File: src/rtl/interrupt_controller.sv
// Nesting interrupt controller: arbitrates exceptions, syscalls and external IRQs at
// instruction boundaries, drives the PC jump mux and keeps a {return PC, level} context stack.
module interrupt_controller #(
  parameter int          N_SRC      = 4,
  parameter int          ADDR_W     = 10,
  parameter int          DEPTH      = 4,
  parameter int unsigned VEC_BASE   = 32'h3C0,
  parameter int unsigned VEC_STRIDE = 4
) (
  input  logic              i_clk,
  input  logic              i_rst_n,
  input  logic              i_boundary,
  input  logic [N_SRC-1:0]  i_irq,
  input  logic              i_except_req,
  input  logic              i_sys_req,
  input  logic [7:0]        i_sys_num,
  input  logic              i_reti,
  input  logic [ADDR_W-1:0] i_ret_pc,
  input  logic              i_mask_we,
  input  logic [N_SRC-1:0]  i_mask_wdata,
  output logic              o_take,
  output logic [ADDR_W-1:0] o_vector,
  output logic              o_ret_take,
  output logic [ADDR_W-1:0] o_ret_addr,
  output logic [7:0]        o_sys_id,
  output logic [N_SRC-1:0]  o_pending,
  output logic [3:0]        o_level,
  output logic              o_ovf,
  output logic              o_unf
);
  localparam int         SPW        = $clog2(DEPTH) + 1;
  localparam int         PW         = (DEPTH > 1) ? $clog2(DEPTH) : 1;
  localparam logic [3:0] LVL_EXC    = 4'(N_SRC + 2);
  localparam logic [3:0] LVL_SYS    = 4'(N_SRC + 1);
  localparam logic [3:0] SLOT_FAULT = 4'(N_SRC + 2);

  logic [N_SRC-1:0]             r_sync1, r_sync2, r_sync3, r_pending, r_mask;
  logic [3:0]                   r_level;
  logic [SPW-1:0]               r_sp;
  logic [DEPTH-1:0][ADDR_W-1:0] r_stk_addr;
  logic [DEPTH-1:0][3:0]        r_stk_lvl;
  logic [7:0]                   r_sys_id;
  logic                         r_ovf, r_unf;

  logic [N_SRC-1:0] w_edge, w_clr, w_irq_oh;
  logic             w_full, w_empty, w_arb, w_take, w_push, w_fault, w_sys_win, w_irq_hit;
  logic             w_ret, w_unf_set;
  logic [3:0]       w_slot, w_win_lvl, w_irq_slot, w_irq_lvl;
  logic [PW-1:0]    w_sp_idx, w_top_idx;

  assign w_edge    = r_sync2 & ~r_sync3;
  assign w_full    = (r_sp == SPW'(DEPTH));
  assign w_empty   = (r_sp == '0);
  assign w_sp_idx  = r_sp[PW-1:0];
  assign w_top_idx = PW'(r_sp - SPW'(1));
  assign w_arb     = i_boundary & ~i_reti;
  assign w_ret     = i_boundary & i_reti & ~w_empty;
  assign w_unf_set = i_boundary & i_reti & w_empty;

  // Lowest-index eligible IRQ is also the highest-level one.
  always_comb begin
    w_irq_hit  = 1'b0;
    w_irq_oh   = '0;
    w_irq_slot = '0;
    w_irq_lvl  = '0;
    for (int i = 0; i < N_SRC; i++) begin
      if (!w_irq_hit && r_pending[i] && r_mask[i] && (r_level < 4'(N_SRC - i))) begin
        w_irq_hit   = 1'b1;
        w_irq_oh    = '0;
        w_irq_oh[i] = 1'b1;
        w_irq_slot  = 4'(2 + i);
        w_irq_lvl   = 4'(N_SRC - i);
      end
    end
  end

  // A full stack still lets an exception through, but only to the fault vector.
  always_comb begin
    w_take    = 1'b0;
    w_push    = 1'b0;
    w_fault   = 1'b0;
    w_sys_win = 1'b0;
    w_clr     = '0;
    w_slot    = '0;
    w_win_lvl = r_level;
    if (w_arb) begin
      if (i_except_req) begin
        w_take = 1'b1;
        if (w_full) begin
          w_fault = 1'b1;
          w_slot  = SLOT_FAULT;
        end else begin
          w_push    = 1'b1;
          w_win_lvl = LVL_EXC;
        end
      end else if (i_sys_req && (r_level < LVL_SYS)) begin
        if (!w_full) begin
          w_take    = 1'b1;
          w_push    = 1'b1;
          w_sys_win = 1'b1;
          w_slot    = 4'd1;
          w_win_lvl = LVL_SYS;
        end
      end else if (w_irq_hit && !w_full) begin
        w_take    = 1'b1;
        w_push    = 1'b1;
        w_clr     = w_irq_oh;
        w_slot    = w_irq_slot;
        w_win_lvl = w_irq_lvl;
      end
    end
  end

  assign o_take     = w_take;
  assign o_vector   = ADDR_W'(VEC_BASE + 32'(w_slot) * VEC_STRIDE);
  assign o_ret_take = w_ret;
  assign o_ret_addr = w_empty ? '0 : r_stk_addr[w_top_idx];
  assign o_sys_id   = r_sys_id;
  assign o_pending  = r_pending;
  assign o_level    = r_level;
  assign o_ovf      = r_ovf;
  assign o_unf      = r_unf;

  always_ff @(posedge i_clk or negedge i_rst_n) begin
    if (!i_rst_n) begin
      r_sync1   <= '0;
      r_sync2   <= '0;
      r_sync3   <= '0;
      r_pending <= '0;
      r_mask    <= '0;
    end else begin
      r_sync1   <= i_irq;
      r_sync2   <= r_sync1;
      r_sync3   <= r_sync2;
      r_pending <= (r_pending & ~w_clr) | w_edge;
      if (i_mask_we) r_mask <= i_mask_wdata;
    end
  end

  always_ff @(posedge i_clk or negedge i_rst_n) begin
    if (!i_rst_n) begin
      r_level    <= '0;
      r_sp       <= '0;
      r_stk_addr <= '0;
      r_stk_lvl  <= '0;
    end else if (w_push) begin
      r_stk_addr[w_sp_idx] <= i_ret_pc;
      r_stk_lvl[w_sp_idx]  <= r_level;
      r_sp                 <= r_sp + SPW'(1);
      r_level              <= w_win_lvl;
    end else if (w_ret) begin
      r_sp    <= r_sp - SPW'(1);
      r_level <= r_stk_lvl[w_top_idx];
    end
  end

  always_ff @(posedge i_clk or negedge i_rst_n) begin
    if (!i_rst_n) begin
      r_sys_id <= '0;
      r_ovf    <= 1'b0;
      r_unf    <= 1'b0;
    end else begin
      if (w_sys_win) r_sys_id <= i_sys_num;
      if (w_fault)   r_ovf    <= 1'b1;
      if (w_unf_set) r_unf    <= 1'b1;
    end
  end
endmodule

File: config.mk
export PLATFORM = sky130hd
export DESIGN_NAME = interrupt_controller
export DESIGN_NICKNAME = d
export VERILOG_FILES = /design/src/rtl/interrupt_controller.sv
export SDC_FILE = /design/constraint.sdc
export NUM_CORES = 1
export LEC_CHECK = 0
export CORE_MARGIN = 3
export CORE_UTILIZATION = 63
export DETAILED_ROUTE_END_ITERATION = 8
export DONT_BUFFER_PORTS = 1
export PLACE_DENSITY = 0.84
export SYNTH_ARGS = -nofsm -noshare
export SYNTH_HDL_FRONTEND = slang
export SYNTH_SLANG_ARGS = --single-unit
File: constraint.sdc
create_clock -name i_clk -period 3.7 [get_ports i_clk]
set_input_delay 1.11 -clock i_clk [delete_from_list [all_inputs] [get_ports i_clk]]
set_output_delay 1.11 -clock i_clk [all_outputs]
set_load 0.05 [all_outputs]
* After elaboration in Yosys (flattened, before gate mapping)
Cells that the tools add are included.
** Operators by class
- $lt $le $gt $ge :: 8
- Eq/ne operators :: 5
- Bitwise operators :: 11
- Reduce and logical (&&, ||, !) cells :: 21
- Mux-type cells :: 60
- Add/subtract/negate cells :: 3
** Operators by type and width (count)
- 4-bit 2-to-1 mux :: 24
- 40-bit bitwise mux :: 1
- 10-bit 2-to-1 mux :: 3
- 10-bit binary-select mux with 2-bit select :: 1
- 10-bit demux with 2-bit select :: 1
- 1-bit 2-to-1 mux :: 19
- 16-bit bitwise mux :: 1
- 3-bit 2-to-1 mux :: 5
- 1-bit logical AND :: 14
- 10-bit by 6-bit adder with 10-bit output (first input constant) :: 1
- 4-bit bitwise AND :: 2
- 4-bit binary-select mux with 2-bit select :: 1
- 4-bit demux with 2-bit select :: 1
- 4-bit by 2-bit less-than comparator with 1-bit output (second input constant) :: 2
- 4-bit by 3-bit less-than comparator with 1-bit output (second input constant) :: 2
- 4-bit NOT :: 2
- 2-bit by 3-bit less-than comparator with 1-bit output (second input constant) :: 2
- 2-bit 2-to-1 mux :: 3
- 3-bit inequality test (second input constant) :: 2
- 5-bit AND reduction :: 1
- 1-bit bitwise AND :: 4
- 1-bit logical NOT :: 4
- 4-bit by 1-bit less-than comparator with 1-bit output (second input constant) :: 1
- 4-bit by 2-bit inequality test with 1-bit output (second input constant) :: 1
- 9 further kinds :: 10
** Word-level totals
- Output and inout bits :: 40
- Register bits :: 93

* Depth between registers and ports, before layout
Gate-level depths: netlist (run 1).
- Depth after elaboration :: 26
- Mapped depth :: 10
- Mapped depth without buffers :: 8

* Worst setup path before layout (run 1)
No wires, ideal clock.
- Path type :: reg-to-output
- Start :: register r_sp[0]
- End :: output port o_vector[4]
- Required time :: 2.590 ns
- Path buffers :: 2
- Path slack :: -0.065 ns
- Cell stages (with the launch flop) :: 9
- Arrival :: 2.655 ns
- Cells stage by stage :: dfrtp_1 > buf_2 > buf_2 > inv_1 > ha_1 > a21oi_1 > nand2_1 > or3_1 > a21oi_1
** Between the ends
- Cells in the longest elaborated chain, start to end :: 8
- Elaborated cells on any way between the ends :: 10
- Those cells by class :: add/sub: 1; eq/ne: 1; mux: 6; reduce/logical: 2
** RTL lines
- start, declared :: RTL line 39 : logic [SPW-1:0] r_sp;
- start signal, assigned :: RTL line 149 : r_sp <= r_sp + SPW'(1);
- start signal, assigned :: RTL line 152 : r_sp <= r_sp - SPW'(1);
- 3-bit equality test (*) :: RTL line 52 : assign w_full = (r_sp == SPW'(DEPTH));
- 1-bit logical NOT :: RTL line 104 : end else if (w_irq_hit && !w_full) begin
- 1-bit logical AND :: RTL line 104
- 4-bit 2-to-1 mux :: RTL line 104
- 4-bit 2-to-1 mux :: RTL line 96 : end else if (i_sys_req && (r_level < LVL_SYS)) begin
- 4-bit 2-to-1 mux (*) :: RTL line 87 : if (i_except_req) begin
- 4-bit 2-to-1 mux (*) :: RTL line 86 : if (w_arb) begin
- 10-bit by 6-bit adder with 10-bit output (*) :: RTL line 115 : assign o_vector = ADDR_W'(VEC_BASE + 32'(w_slot) * VEC_STRIDE);
- end, declared :: RTL line 22 : output logic [ADDR_W-1:0] o_vector,
Every way passes the cells marked *; elsewhere a longest branch is shown, timed or not.

* Worst setup path after layout (run 1)
- Start :: register r_level[3] (netlist: o_level[3])
- End :: output port o_vector[4]
** Between the ends
- Cells in the longest elaborated chain, start to end :: 24
- Elaborated cells on any way between the ends :: 33
- Those cells by class :: add/sub: 1; order compare: 5; mux: 12; reduce/logical: 15
** RTL lines
- start, declared :: RTL line 38 : logic [3:0] r_level;
- start signal, assigned :: RTL line 150 : r_level <= w_win_lvl;
- start signal, assigned :: RTL line 153 : r_level <= r_stk_lvl[w_top_idx];
- 4-bit by 3-bit less-than comparator with 1-bit output :: RTL line 67 : if (!w_irq_hit && r_pending[i] && r_mask[i] && (r_level < 4'(N_SRC - i))) begin
- 1-bit logical AND :: RTL line 67
- 1-bit 2-to-1 mux :: RTL line 67
- 1-bit logical NOT :: RTL line 67
- 1-bit logical AND (3 in a row) :: RTL line 67
- 1-bit 2-to-1 mux :: RTL line 67
- 1-bit logical NOT :: RTL line 67
- 1-bit logical AND (3 in a row) :: RTL line 67
- [2 not listed]
- 1-bit logical AND (3 in a row) :: RTL line 67
- 1-bit 2-to-1 mux :: RTL line 67
- 1-bit logical AND :: RTL line 104
- 4-bit 2-to-1 mux :: RTL line 104
- 4-bit 2-to-1 mux (*) :: RTL line 96
- 4-bit 2-to-1 mux (*) :: RTL line 87
- 4-bit 2-to-1 mux (*) :: RTL line 86
- 10-bit by 6-bit adder with 10-bit output (*) :: RTL line 115
Marked as above.

==> results.md, run 1 <==
* Post-synth top cells: dfrtp_1, mux2_2, mux2_4
* Die ar. at 8130 sq um
* Slew margin rel. at 48.5%
* Final Routed Wirelength at 8.51 mm
* Most frequent cell after synthesis: dfrtp_1
* CTS Buf Count at 9
* Final Total Pwr at 5.31 mW
* Post-layout min period at 3.47 ns
* Gp weighted congestion at 0.899
* Fill count at 468
* Setup TNS at 0 ns
* First-pass GRT wire length at 14.2 mm
* Worst setup SP type: flip-flop
* Nets@finish at 372
* Mapped cell area at 4460 sq um
* Peak VDD IR at 0.905 mV
* Maximum clock frequency at 0.288 GHz
* Vias at 2643
* Antenna-violating nets left at 0
* Clock transition at the registers of the reported paths at 0.08 ns
* Worst slew pin tran at 0.772 ns
* Max cap viols at 0
* Starting DRT DRC Count at 96
* Post-CTS setup buffers at 0
* Clock Sinks at 93
* Largest net degree at the start of global routing at 94
* Reg2reg path depth at 8
* H-tree Lvls at 3
* Max FO, Critical Path at 11
* GRT Overall Usage at 22.1%
* Clock buffer depth at 2
* TritonCTS clock tree: done
* Cells after Synth at 314
* Cts hold-fix bufs at 0
* Final Core Density at 73.2%
* Post-synth EDFFs at 0
* Max-slew violations at 0
* Number of synthesis warnings at 0
* Latest clock arrival within the worst-skew pair at 0.35 ns
* Total gr overflow at 0
* Register area at 2330 sq um
* Vias in the first global route at 2867
* Avg Inst Size Synth at 14.2 sq um
* Synth async-reset ratio at 100%
* Yosys top cell area share at 52.1%
* Post-CTS sizing at 0
* Sequential area share after synthesis at 52.1%
* RSZ-0062 raised after global routing: false
* Drt wl/cell at 19.7 um
* Top FF cell, synth: dfrtp_1
* Count of cell types in the netlist at 50
* Core ar. at 6830 sq um
* CP arrival at 2.36 ns
* Outcome: finished clean
* Clk_skew at 0.00935 ns
* IO Port Bufs at 0
* Ports at 73
* Drt drc at 0
* P&R area growth vs syn at 12.0%
* Crit Path Class: flip-flop to output pin
* Final Cycle Share at 93.7%
* N_diodes at 0
* Lkg Pwr at 2.19 nW
* Hold Fails Final Rpt at 0
* Dpl hpwl at 5.83 mm
* Initial antenna violation count at 0
* Clock root buffer master: clkbuf_8
* Share of cells above drive strength 1 at 39.5%
* Hold Path Cell Cnt at 0
* Largest area contributor in the netlist: dfrtp_1
* Drt via density at 6.10
* Footprint of the multi-input gates at 1960 sq um
* Die height at 90.2 um
* # setup viols final at 0
* Largest cells by area after synthesis: dfrtp_1, mux2_4, mux2_2, mux4_2, and2_1
* Pre-antenna DRT Iters at 4
* CP Capture Type: output pin
* Seq cells post-synth at 93
* FP Rows at 30
* Die W at 90.2 um
* Initial core utilization at 65.3%
* Post-place setup slack at 0.513 ns
* Worst hold path type: flip-flop to flip-flop
* Setup WS post-layout at 0.233 ns
* Cell Pwr Density at 1060 nW/um^2
* Critical path required time at 2.59 ns
## path summary, 6_finish.rpt
path | startpoint | to | slack [ns]
max in group asynchronous | i_rst_n | o_ovf$_DFFE_PN0P_ | 3.10
hold reg to reg | r_sync1[3]$_DFF_PN0_ | r_sync2[3]$_DFF_PN0_ | 0.34
setup reg to reg | r_sp[1]$_DFFE_PN0P_ | o_level[2]$_DFFE_PN0P_ | 1.11
min in group asynchronous | i_rst_n | o_pending[3]$_DFF_PN0_ | 0.44
hold / removal | r_sync1[3]$_DFF_PN0_ | r_sync2[3]$_DFF_PN0_ | 0.34
setup / recovery | o_level[3]$_DFFE_PN0P_ | o_vector[4] | 0.23
## cells in the final DEF (no fill, tap or decap), drive strengths merged, types with 6 or more instances in the layout
cell type and count:
nand3 6, mux2 67, o21ai 14, a21oi 11, clkbuf 10, conb 7
inv 9, dfrtp 93, buf 25, and2 12, mux4 14, nand2 15
## state kept, by name, indices dropped and copies added, names as in the netlist
| signal | count |
|---|---|
| r_stk_addr | 40 |
| r_stk_lvl | 16 |
| o_sys_id | 8 |
| o_level | 4 |
| o_pending | 4 |
| r_mask | 4 |
| r_sync1 | 4 |
| r_sync2 | 4 |
| r_sync3 | 4 |
| r_sp | 3 |
| o_ovf | 1 |
| o_unf | 1 |
## final cells by class
cell class              instances  share of cell area (%)
flip-flops and latches         93                    46.6
multi-input cells             195                    39.2
repair buffers                 25                    6.51
clock buffers                  10                    2.55
well taps                      96                    2.40
clock inverters                 4                    1.98
inverters                      10                   0.751
## power breakdown
| part | switching (mW) | leakage (nW) | internal, mW |
|---|---|---|---|
| combinational | 1.28 | 0.959 | 1.40 |
| clock | 0.328 | 0.112 | 0.443 |
| sequential | 0.477 | 1.12 | 1.39 |
## cells by family after synthesis
| group | Yosys count | share of synthesized area [%] |
|---|---|---|
| compound gates | 48 | 8.63 |
| xor+xnor | 1 | 0.196 |
| fa+ha+maj | 5 | 1.40 |
| mux | 81 | 26.5 |
| simple gates | 53 | 6.56 |
| flops | 93 | 52.1 |
| buf+inv | 31 | 4.43 |
| other cells | 2 | 0.168 |
## through the flow
stage | hold WS [ns] | instances | cell area [sq um]
floorplan | 0.331 | 319 | 4490
global placement | 0.334 | 419 | 4770
detailed placement | 0.336 | 419 | 4770
CTS | 0.346 | 433 | 5000
global route | 0.351 | 433 | 5000
finish | 0.342 | 433 | 5000
## critical path: stages (launching register included)
cell      delay (ns)
dfrtp_1         0.68
nor3_1          0.40
nand2b_1        0.17
or3_1           0.41
a21oi_2         0.19
buf_12          0.15
## layer usage
layer | wire length (um) | up-vias | track usage [%]
met5 | 0 | - | 0
met4 | 205 | 0 | 8.93
met3 | 759 | 22 | 8.70
met2 | 4120 | 117 | 35.5
met1 | 3430 | 1352 | 26.9
li1 | - | 1152 | -
Power figures use the tool's default switching activity.
==> run 2, diff against run 1 <==
==> constraint.sdc (replaced) <==
create_clock -name i_clk -period 3.7 [get_ports i_clk]
set_input_delay 0.37 -clock i_clk [delete_from_list [all_inputs] [get_ports i_clk]]
set_output_delay 0.37 -clock i_clk [all_outputs]
set_load 0.05 [all_outputs]
==> run 2 against run 1 <==
  * Total power fell by 13%
  * Largest power group unchanged
  * Cell area down 5.3%
  * Setup slack better by 0.48 ns
  * Final cell count fell by 3.7%
  * Clock-buffer cell count stayed put
  * Core utilization down 3.9 points
  * Global-route usage shrank 0.24 points
  * Sequential share of layout area rose by 2.6 points
  * Critical endpoint unchanged
  * Critical path depth rose by 1
  * Worst hold slack lost 0.30 ns
==> results.md, run 2 (same netlist as run 1, synthesis figures left out) <==
* Drt wl/cell at 20.2 um (+2.6%)
* Final Cycle Share at 80.8% (-13 points)
* FP Rows at 30 (unchanged)
* CTS Buf Count at 9 (unchanged)
* CP cell instances: and2_4 > o21ai_4 > nand2b_1 > or3_1 > a21oi_1 > buf_4
* Reg with most FFs: r_stk_addr
* Leading cell type in the layout, fill and taps excluded: dfrtp_1
* P&R area growth vs syn at 6.03%
* Core ar. at 6830 sq um (unchanged)
* Peak VDD IR at 0.683 mV (-25%)
* Vias at 2486 (-5.9%)
* Starting DRT DRC Count at 196 (+100%)
* WP buf/inv at 1 (unchanged)
* Largest net degree at the start of global routing at 94 (unchanged)
* Maximum clock frequency at 0.334 GHz (+16%)
* Worst slew pin tran at 0.856 ns (+0.0839 ns)
* Final Routed Wirelength at 8.41 mm (-1.2%)
* Hold_ws at 0.0390 ns (-0.303 ns)
* Most frequent cells in the layout: dfrtp_1, mux2_2, mux2_4, nand2_1, mux4_2
* Vias in the first global route at 2677 (-6.6%)
* Latest clock arrival within the worst-skew pair at 0.35 ns (about the same)
* First-pass GRT wire length at 13.9 mm (-2.0%)
* Clk_skew at 0.0108 ns (+0.00141 ns)
* Outcome: finished clean
* Clock buffer depth at 2 (unchanged)
* Total gr overflow at 0 (unchanged)
* Clock transition at the registers of the reported paths at 0.09 ns (about the same)
* Internal power at 2.63 mW (-19%)
* Worst hold path type: input port to flip-flop
* Lkg Pwr at 2.06 nW (-5.8%)
* Critical path required time at 3.33 ns (+0.74 ns)
* TritonCTS clock tree: done
* Gp weighted congestion at 0.853 (-5.1%)
* IO Port Bufs at 0 (unchanged)
* Share of cells above drive strength 1 at 35.8% (-3.6 points)
* Initial antenna violation count at 0 (unchanged)
* Nets@finish at 354 (-4.8%)
* CP Capture Type: output pin
* N_diodes at 0 (unchanged)
* Ports at 73 (unchanged)
* Net Sw Frac at 43.1% (+3.9 points)
* Drt drc at 0 (unchanged)
* Die ar. at 8130 sq um (unchanged)
* Dpl hpwl at 5.81 mm (-0.30%)
* H-tree Lvls at 3 (unchanged)
* Antenna-violating nets left at 0 (unchanged)
* Logic pwr share at 42.6% (-7.8 points)
* Clock share of power at 15.7% (+1.2 points)
* Hold Fails Final Rpt at 0 (unchanged)
* Final Total Pwr at 4.62 mW (-13%)
* Fill count at 472 (+0.85%)
* GRT Overall Usage at 21.9% (-0.24 points)
* Worst setup SP type: flip-flop
* CP max stage cell: dfrtp_1
* CP arrival at 2.62 ns (+0.26 ns)
* Sequential power share at 41.7% (+6.6 points)
* # setup viols final at 0 (unchanged)
* RSZ-0062 raised after global routing: false
* Clock Sinks at 93 (unchanged)
* Clock root buffer master: clkbuf_8
* Switching power total at 1.99 mW (-4.5%)
* Crit path largest cell delay at 0.91 ns (+0.23 ns)
* Die height at 90.2 um (unchanged)
* CP delay by family, top: flip-flops
* Max cap viols at 0 (unchanged)
* Placed instance area at 4480 sq um (-6.1%)
* Setup TNS at 0 ns (unchanged)
* Crit Path Class: flip-flop to output pin
* Drt via density at 5.96 (-2.3%)
* Max FO, Critical Path at 12 (+1)
* Slew margin rel. at 42.9% (-5.6 points)
* Die W at 90.2 um (unchanged)
* Cell Pwr Density at 975 nW/um^2 (-8.2%)
* Max FFs per register at 40 (unchanged)
* Pre-antenna DRT Iters at 4 (unchanged)
* Post-layout min period at 2.99 ns (-0.475 ns)
* Post-route cell area at 4730 sq um (-5.3%)
* Max-slew violations at 0 (unchanged)
* Post-CTS setup buffers at 0 (unchanged)
* Final Core Density at 69.3% (-3.9 points)
* Initial core utilization at 65.3% (unchanged)
-- run 2: layout make-up --
| class | instances | area (sq um) | share of cell area (%) |
|---|---|---|---|
| Clock buffer | 10 | 128 | 2.70 |
| Clock inverter | 6 | 87.6 | 1.85 |
| Inverter | 10 | 37.5 | 0.793 |
| Multi-Input combinational cell | 195 | 1960 | 41.4 |
| Sequential cell | 93 | 2330 | 49.2 |
| Tap cell | 96 | 120 | 2.54 |
| Timing Repair Buffer | 7 | 75.1 | 1.59 |
-- run 2: power by group through the flow --
| stage | clock [mW] | sequential, mW | combinational, mW |
|---|---|---|---|
| 3_5_place_dp | 0 | 1.93 | 1.96 |
| 5_1_grt | 0.791 | 1.97 | 2.10 |
| 6_report | 0.724 | 1.92 | 1.97 |
| 4_1_cts | 0.740 | 1.92 | 1.99 |
| 2_1_floorplan | 0 | 1.81 | 1.80 |
| 3_3_place_gp | 0 | 1.92 | 1.91 |
-- run 2: final timing paths --
check / start / endpoint / slack [ns] / depth (start not counted)
worst max-delay path: o_level[1]$_DFFE_PN0P_ / o_vector[4] / 0.71 / 6
worst max register to register: r_sp[1]$_DFFE_PN0P_ / o_level[1]$_DFFE_PN0P_ / 0.92 / 7
min in group asynchronous: i_rst_n / r_mask[3]$_DFFE_PN0P_ / 0.62 / 2
worst min register to register: r_sync1[1]$_DFF_PN0_ / r_sync2[1]$_DFF_PN0_ / 0.35 / 0
worst min-delay path: i_irq[0] / r_sync1[0]$_DFF_PN0_ / 0.04 / 0
max in group asynchronous: i_rst_n / r_stk_addr[37]$_DFFE_PN0P_ / 2.75 / 2
-- run 2: metrics by stage --
| step | instances | worst slack [ns] |
|---|---|---|
| floorplan | 319 | 0.675 |
| global placement | 399 | 1.04 |
| detailed placement | 399 | 0.893 |
| CTS | 417 | 0.703 |
| global route | 417 | 0.528 |
| finish | 417 | 0.709 |
-- run 2: repair_timing --
item                                   CTS  global route
hold buffers                             2             0
endpoints found under the hold margin   93             0
gates resized for setup                  0             0
-- run 2: layer usage --
layer  share of wire (%)  GRT usage (%)  routed length [um]
met5                   0              0                   0
met4                 1.4           7.02                 121
met3                 7.7           8.03                 650
met2                  48           34.8                4020
met1                  43           28.2                3620
